--- src/rtl/instr_encoder.sv ---
// instr_encoder: streaming RV32I instruction encoder (inverse of decode).
// Stage 1 registers the accepted instruction fields. Stage 2 encodes them
// into instr_raw/err and tags the word with its instruction-memory byte
// address. Requests that cannot be encoded become a NOP flagged with err.
//
// Ports:
//   clock, reset          rising-edge clock, asynchronous active-high reset
//   in_valid / in_ready   input handshake (in_ready is combinational)
//   kind, alu_op          instruction class and ALU operation code
//   rd, rs1, rs2, imm     register indices and signed immediate
//   out_valid / out_ready output handshake
//   instr_raw, addr, err  encoded word, its byte address, illegal-request flag
module instr_encoder #(
    parameter int unsigned ADDR_W    = 10,
    parameter int unsigned ADDR_BASE = 0
) (
    input  logic              clock,
    input  logic              reset,
    input  logic              in_valid,
    output logic              in_ready,
    input  logic [3:0]        kind,
    input  logic [3:0]        alu_op,
    input  logic [4:0]        rd,
    input  logic [4:0]        rs1,
    input  logic [4:0]        rs2,
    input  logic [31:0]       imm,
    output logic              out_valid,
    input  logic              out_ready,
    output logic [31:0]       instr_raw,
    output logic [ADDR_W-1:0] addr,
    output logic              err
);

    // Instruction classes
    localparam logic [3:0] K_LW     = 4'd0;
    localparam logic [3:0] K_SW     = 4'd1;
    localparam logic [3:0] K_OP     = 4'd2;
    localparam logic [3:0] K_OPIMM  = 4'd3;
    localparam logic [3:0] K_BRANCH = 4'd4;
    localparam logic [3:0] K_JAL    = 4'd5;
    localparam logic [3:0] K_JALR   = 4'd6;
    localparam logic [3:0] K_LUI    = 4'd7;
    localparam logic [3:0] K_AUIPC  = 4'd8;

    // ALU_* operation codes shared with decode
    localparam logic [3:0] A_ADD  = 4'd0;
    localparam logic [3:0] A_SUB  = 4'd1;
    localparam logic [3:0] A_SLL  = 4'd2;
    localparam logic [3:0] A_SLT  = 4'd3;
    localparam logic [3:0] A_SLTU = 4'd4;
    localparam logic [3:0] A_XOR  = 4'd5;
    localparam logic [3:0] A_SRL  = 4'd6;
    localparam logic [3:0] A_SRA  = 4'd7;
    localparam logic [3:0] A_OR   = 4'd8;
    localparam logic [3:0] A_AND  = 4'd9;
    localparam logic [3:0] A_SEQ  = 4'd10;
    localparam logic [3:0] A_SNE  = 4'd11;
    localparam logic [3:0] A_SGE  = 4'd12;
    localparam logic [3:0] A_SGEU = 4'd13;

    localparam logic [6:0]  OPC_LOAD   = 7'b0000011;
    localparam logic [6:0]  OPC_STORE  = 7'b0100011;
    localparam logic [6:0]  OPC_OP     = 7'b0110011;
    localparam logic [6:0]  OPC_OPIMM  = 7'b0010011;
    localparam logic [6:0]  OPC_BRANCH = 7'b1100011;
    localparam logic [6:0]  OPC_JAL    = 7'b1101111;
    localparam logic [6:0]  OPC_JALR   = 7'b1100111;
    localparam logic [6:0]  OPC_LUI    = 7'b0110111;
    localparam logic [6:0]  OPC_AUIPC  = 7'b0010111;
    localparam logic [6:0]  F7_ALT     = 7'b0100000;
    localparam logic [31:0] NOP_WORD   = 32'h0000_0013;

    logic        s1_valid_q;
    logic [3:0]  s1_kind_q, s1_op_q;
    logic [4:0]  s1_rd_q, s1_rs1_q, s1_rs2_q;
    logic [31:0] s1_imm_q;

    logic              out_valid_q, err_q;
    logic [31:0]       raw_q;
    logic [ADDR_W-1:0] addr_q;

    logic        s2_adv, in_fire, out_fire;
    logic [31:0] raw_d;
    logic        err_d;

    assign out_fire  = out_valid_q && out_ready;
    assign s2_adv    = !out_valid_q || out_ready;
    assign in_ready  = !s1_valid_q || s2_adv;
    assign in_fire   = in_valid && in_ready;
    assign out_valid = out_valid_q;
    assign instr_raw = raw_q;
    assign err       = err_q;
    assign addr      = addr_q;

    // Immediate range checks: value fits when all bits above the field are sign copies
    logic i_fits, b_fits, j_fits, sh_fits, u_fits;
    assign i_fits  = (&s1_imm_q[31:11]) || (~|s1_imm_q[31:11]);
    assign b_fits  = ((&s1_imm_q[31:12]) || (~|s1_imm_q[31:12])) && !s1_imm_q[0];
    assign j_fits  = ((&s1_imm_q[31:20]) || (~|s1_imm_q[31:20])) && !s1_imm_q[0];
    assign sh_fits = ~|s1_imm_q[31:5];
    assign u_fits  = ~|s1_imm_q[11:0];

    // Encoder for the word held in stage 1
    logic        legal, is_shift;
    logic [2:0]  f3;
    logic [6:0]  f7;
    logic [31:0] word;
    always_comb begin
        legal    = 1'b0;
        is_shift = 1'b0;
        f3       = 3'b000;
        f7       = 7'b0000000;
        word     = 32'h0;
        case (s1_kind_q)
            K_LW: begin
                legal = i_fits;
                word  = {s1_imm_q[11:0], s1_rs1_q, 3'b010, s1_rd_q, OPC_LOAD};
            end
            K_SW: begin
                legal = i_fits;
                word  = {s1_imm_q[11:5], s1_rs2_q, s1_rs1_q, 3'b010, s1_imm_q[4:0], OPC_STORE};
            end
            K_OP: begin
                legal = 1'b1;
                case (s1_op_q)
                    A_ADD:  f3 = 3'b000;
                    A_SUB:  begin f3 = 3'b000; f7 = F7_ALT; end
                    A_SLL:  f3 = 3'b001;
                    A_SLT:  f3 = 3'b010;
                    A_SLTU: f3 = 3'b011;
                    A_XOR:  f3 = 3'b100;
                    A_SRL:  f3 = 3'b101;
                    A_SRA:  begin f3 = 3'b101; f7 = F7_ALT; end
                    A_OR:   f3 = 3'b110;
                    A_AND:  f3 = 3'b111;
                    default: legal = 1'b0;
                endcase
                word = {f7, s1_rs2_q, s1_rs1_q, f3, s1_rd_q, OPC_OP};
            end
            K_OPIMM: begin
                legal = i_fits;
                case (s1_op_q)
                    A_ADD:  f3 = 3'b000;
                    A_SLT:  f3 = 3'b010;
                    A_SLTU: f3 = 3'b011;
                    A_XOR:  f3 = 3'b100;
                    A_OR:   f3 = 3'b110;
                    A_AND:  f3 = 3'b111;
                    A_SLL:  begin f3 = 3'b001; is_shift = 1'b1; legal = sh_fits; end
                    A_SRL:  begin f3 = 3'b101; is_shift = 1'b1; legal = sh_fits; end
                    A_SRA:  begin f3 = 3'b101; f7 = F7_ALT; is_shift = 1'b1; legal = sh_fits; end
                    default: legal = 1'b0;
                endcase
                // Shifts carry shamt in 24:20 with funct7 above it
                word = is_shift ? {f7, s1_imm_q[4:0], s1_rs1_q, f3, s1_rd_q, OPC_OPIMM}
                                : {s1_imm_q[11:0], s1_rs1_q, f3, s1_rd_q, OPC_OPIMM};
            end
            K_BRANCH: begin
                legal = b_fits;
                case (s1_op_q)
                    A_SEQ:  f3 = 3'b000;
                    A_SNE:  f3 = 3'b001;
                    A_SLT:  f3 = 3'b100;
                    A_SGE:  f3 = 3'b101;
                    A_SLTU: f3 = 3'b110;
                    A_SGEU: f3 = 3'b111;
                    default: legal = 1'b0;
                endcase
                word = {s1_imm_q[12], s1_imm_q[10:5], s1_rs2_q, s1_rs1_q, f3,
                        s1_imm_q[4:1], s1_imm_q[11], OPC_BRANCH};
            end
            K_JAL: begin
                legal = j_fits;
                word  = {s1_imm_q[20], s1_imm_q[10:1], s1_imm_q[11], s1_imm_q[19:12],
                         s1_rd_q, OPC_JAL};
            end
            K_JALR: begin
                legal = i_fits;
                word  = {s1_imm_q[11:0], s1_rs1_q, 3'b000, s1_rd_q, OPC_JALR};
            end
            K_LUI: begin
                legal = u_fits;
                word  = {s1_imm_q[31:12], s1_rd_q, OPC_LUI};
            end
            K_AUIPC: begin
                legal = u_fits;
                word  = {s1_imm_q[31:12], s1_rd_q, OPC_AUIPC};
            end
            default: legal = 1'b0;
        endcase
        raw_d = legal ? word : NOP_WORD;
        err_d = !legal;
    end

    // Stage 1: capture fields; empties when stage 2 takes the word
    always_ff @(posedge clock or posedge reset) begin
        if (reset) begin
            s1_valid_q <= 1'b0;
            s1_kind_q  <= 4'd0;
            s1_op_q    <= 4'd0;
            s1_rd_q    <= 5'd0;
            s1_rs1_q   <= 5'd0;
            s1_rs2_q   <= 5'd0;
            s1_imm_q   <= 32'd0;
        end else if (in_fire) begin
            s1_valid_q <= 1'b1;
            s1_kind_q  <= kind;
            s1_op_q    <= alu_op;
            s1_rd_q    <= rd;
            s1_rs1_q   <= rs1;
            s1_rs2_q   <= rs2;
            s1_imm_q   <= imm;
        end else if (s2_adv) begin
            s1_valid_q <= 1'b0;
        end
    end

    // Stage 2: output registers and address counter
    always_ff @(posedge clock or posedge reset) begin
        if (reset) begin
            out_valid_q <= 1'b0;
            raw_q       <= 32'd0;
            err_q       <= 1'b0;
            addr_q      <= ADDR_W'(ADDR_BASE);
        end else begin
            if (s2_adv) begin
                out_valid_q <= s1_valid_q;
                if (s1_valid_q) begin
                    raw_q <= raw_d;
                    err_q <= err_d;
                end
            end
            if (out_fire) begin
                addr_q <= addr_q + ADDR_W'(4);
            end
        end
    end

endmodule
--- config.mk ---
export PLATFORM = sky130hd
export DESIGN_NAME = instr_encoder
export DESIGN_NICKNAME = d
export VERILOG_FILES = /design/src/rtl/instr_encoder.sv
export SDC_FILE = /design/constraint.sdc
export NUM_CORES = 1
export LEC_CHECK = 0
export ABC_AREA = 1
export CORE_MARGIN = 8
export CORE_UTILIZATION = 25
export CTS_CLUSTER_DIAMETER = 30
export DETAILED_ROUTE_END_ITERATION = 8
export GPL_TIMING_DRIVEN = 0
export PLACE_DENSITY = 0.45
export SYNTH_ARGS = -nofsm -noshare
export SYNTH_HDL_FRONTEND = slang
export SYNTH_SLANG_ARGS = --single-unit
--- constraint.sdc ---
create_clock -name clock -period 4.7 [get_ports clock]
set_clock_uncertainty 0.15 [all_clocks]
set_input_delay 0.47 -clock clock [delete_from_list [all_inputs] [get_ports clock]]
set_output_delay 0.47 -clock clock [all_outputs]
set_load 0.1 [all_outputs]
==> out/metrics.csv <==
metric,value,unit
critical_path_class,primary input to output pin,
hold-worst-slack,327,ps
use_met2,20.6,%
cts_setup_buffers,0,
dp_slack,1780,ps
synth_cells,593,
maxSlewHeadroom,33.6,%
p_leak,0.00302,µW
setup_viol,0,
place_congestion,0.889,
die_h,158,µm
met1_usage,17.2,%
synth-seq-cells,97,
vias,4313,
io_buffers,101,
clock_latency,360,ps
slew_violations,0,
initialDrtViolationCount,199,
grt_max_degree,50,
min_from,instr_raw[31],
syn-mean-instance-area,8.45,µm²
seq_area_frac_synth,48.4,%
cts_root_buf,clkbuf_16,
worst_ir_drop_vdd,0.000169,V
tightest_slew,993,ps
fin_ws,1770,ps
crit_start,out_ready,
grt_overflow,0,
required,4080,ps
instances_no_fill,980,
cp-start-kind,primary input,
io_pins,104,
numCtsBuffers,9,
cp-end-kind,output pin,
dieWidth,158,µm
drive_gt1_share,15.6,%
rows,52,
top_usage_layer,met2,
firstDrtPassIters,4,
final_cell_mix,"nand2_1 (151), clkdlybuf4s50_1 (101), dfrtp_1 (97)",
max_freq,342,MHz
clock_path_buffers,2,
ys_types,39,
outcome,"complete, no violations",
netlist_area,5010,µm²
worst_hold_path_type,flip-flop to flip-flop,
cts.clk_slew.worst_paths,70,ps
fin_setup_tns,0,ps
final_util,33.3,%
cts_tree,built,
nets,767,
routedWlPerCell,16.3,µm
grt_use_total,13.2,%
yosysWarningCount,0,
layout_commonest_cell,nand2_1,
htreeDepth,3,
post_cts_resized,0,
n_antenna_cell,0,
fillers,2114,
hold_viol_final,0,
first_global_vias,4478,
final.min_clock_period,2930,ps
grt_pass1_wl,24600,µm
area_growth,32.8,%
timing.rr.start,out_valid,
dp_cells,966,
arrival,2310,ps
drc,0,
dp_hpwl,12600,µm
grt_setup_unrepaired,no,
coreArea,20000,µm²
die-area,24800,µm²
ctsHoldBuffers,0,
vias_per_cell,4.40,
cp_max_fo,3,
routed_wl,16000,µm
cts_sinks,97,
drv_cap,0,
antenna_found_initial,0,
fin_crit_sh,62.3,%
grtUsageMet3,2.84,%
antenna_left,0,
pwr_density_cell,396,nW/µm²
start_util,25.1,%
[power breakdown]
group / total, µW / internal [µW] / switching, µW
registers: 1060 / 944 / 115
logic: 887 / 258 / 628
clock network: 690 / 369 / 321
total: 2640 / 1570 / 1060
[critical path: stages]
cell and delay (ps):
clkdlybuf4s50_1 490, inv_1 60, nand3_1 120, clkdlybuf4s50_1 1160
[synth_stat cells (all sizes together)]
library cell  count  area (µm²)
nand2           156         603
dfrtp            97        2430
nor2             97         394
inv              56         210
nand3            50         413
a21oi            35         179
mux2             23         259
o21ai            21         109
buf              14         123
clkbuf            7        26.3
o22ai             7        43.8
nand4             6        37.5
xor2              4        35.0
a211oi            3        27.5
a22oi             3        22.5
o211ai            3        22.5
or2               2        12.5
xnor2             2        17.5
and2              1        6.26
clkinv            1        3.75
conb              1        3.75
ha                1        12.5
nor3              1        5.00
nor4              1        12.5
o31ai             1        7.51
[sequential cells by signal (all words and copies together) (netlist names), 4 cells and up]
register	flops
addr	8
instr_raw	31
s1_imm_q	32
s1_kind_q	4
s1_op_q	4
s1_rd_q	5
s1_rs1_q	5
s1_rs2_q	5
[final timing paths]
path | end | slack, ps | depth (start not counted)
setup / recovery | in_ready | 1770 | 4
hold / removal | instr_raw[31] | 330 | 2
setup reg to reg | s1_rd_q[3] | 2580 | 5
hold reg to reg | instr_raw[31] | 330 | 2
max in group asynchronous | s1_op_q[3] | 3310 | 3
min in group asynchronous | addr[9] | 420 | 2
[area by class of cell]
type / count / area, µm² / area share, %
clock buffer: 12 / 246 / 3.70
inverter: 57 / 216 / 3.25
tap: 270 / 338 / 5.07
multi-input combinational: 419 / 2230 / 33.4
clock inverter: 2 / 16.3 / 0.244
sequential: 97 / 2430 / 36.5
buffer: 21 / 149 / 2.24
timing repair buffer: 102 / 1040 / 15.6
[stage by stage]
step | instance area [µm²] | power, µW
floorplan | 5020 | 1670
finish | 6660 | 2640
global placement | 6370 | 1950
detailed placement | 6400 | 1970
CTS | 6660 | 2660
global route | 6660 | 2770
[per-layer routing]
metal  share of wire (%)  vias up
li1                    -     2134
met1                  47     2032
met2                  45      125
met3                 5.9       22
met4                 2.6        0
met5                   0        -
[cells by family (layout without fill, tap and decap cells)]
kind of cell | after synthesis | after routing | synth area share, %
simple gates | 314 | 314 | 29.6
flops | 97 | 97 | 48.4
buf+inv | 78 | 194 | 7.24
compound gates | 73 | 73 | 8.21
mux | 23 | 23 | 5.17
xor+xnor | 6 | 6 | 1.05
fa+ha+maj | 1 | 1 | 0.250
other cells | 1 | 2 | 0.0748
Note: power is estimated with default switching activity, not from simulation.
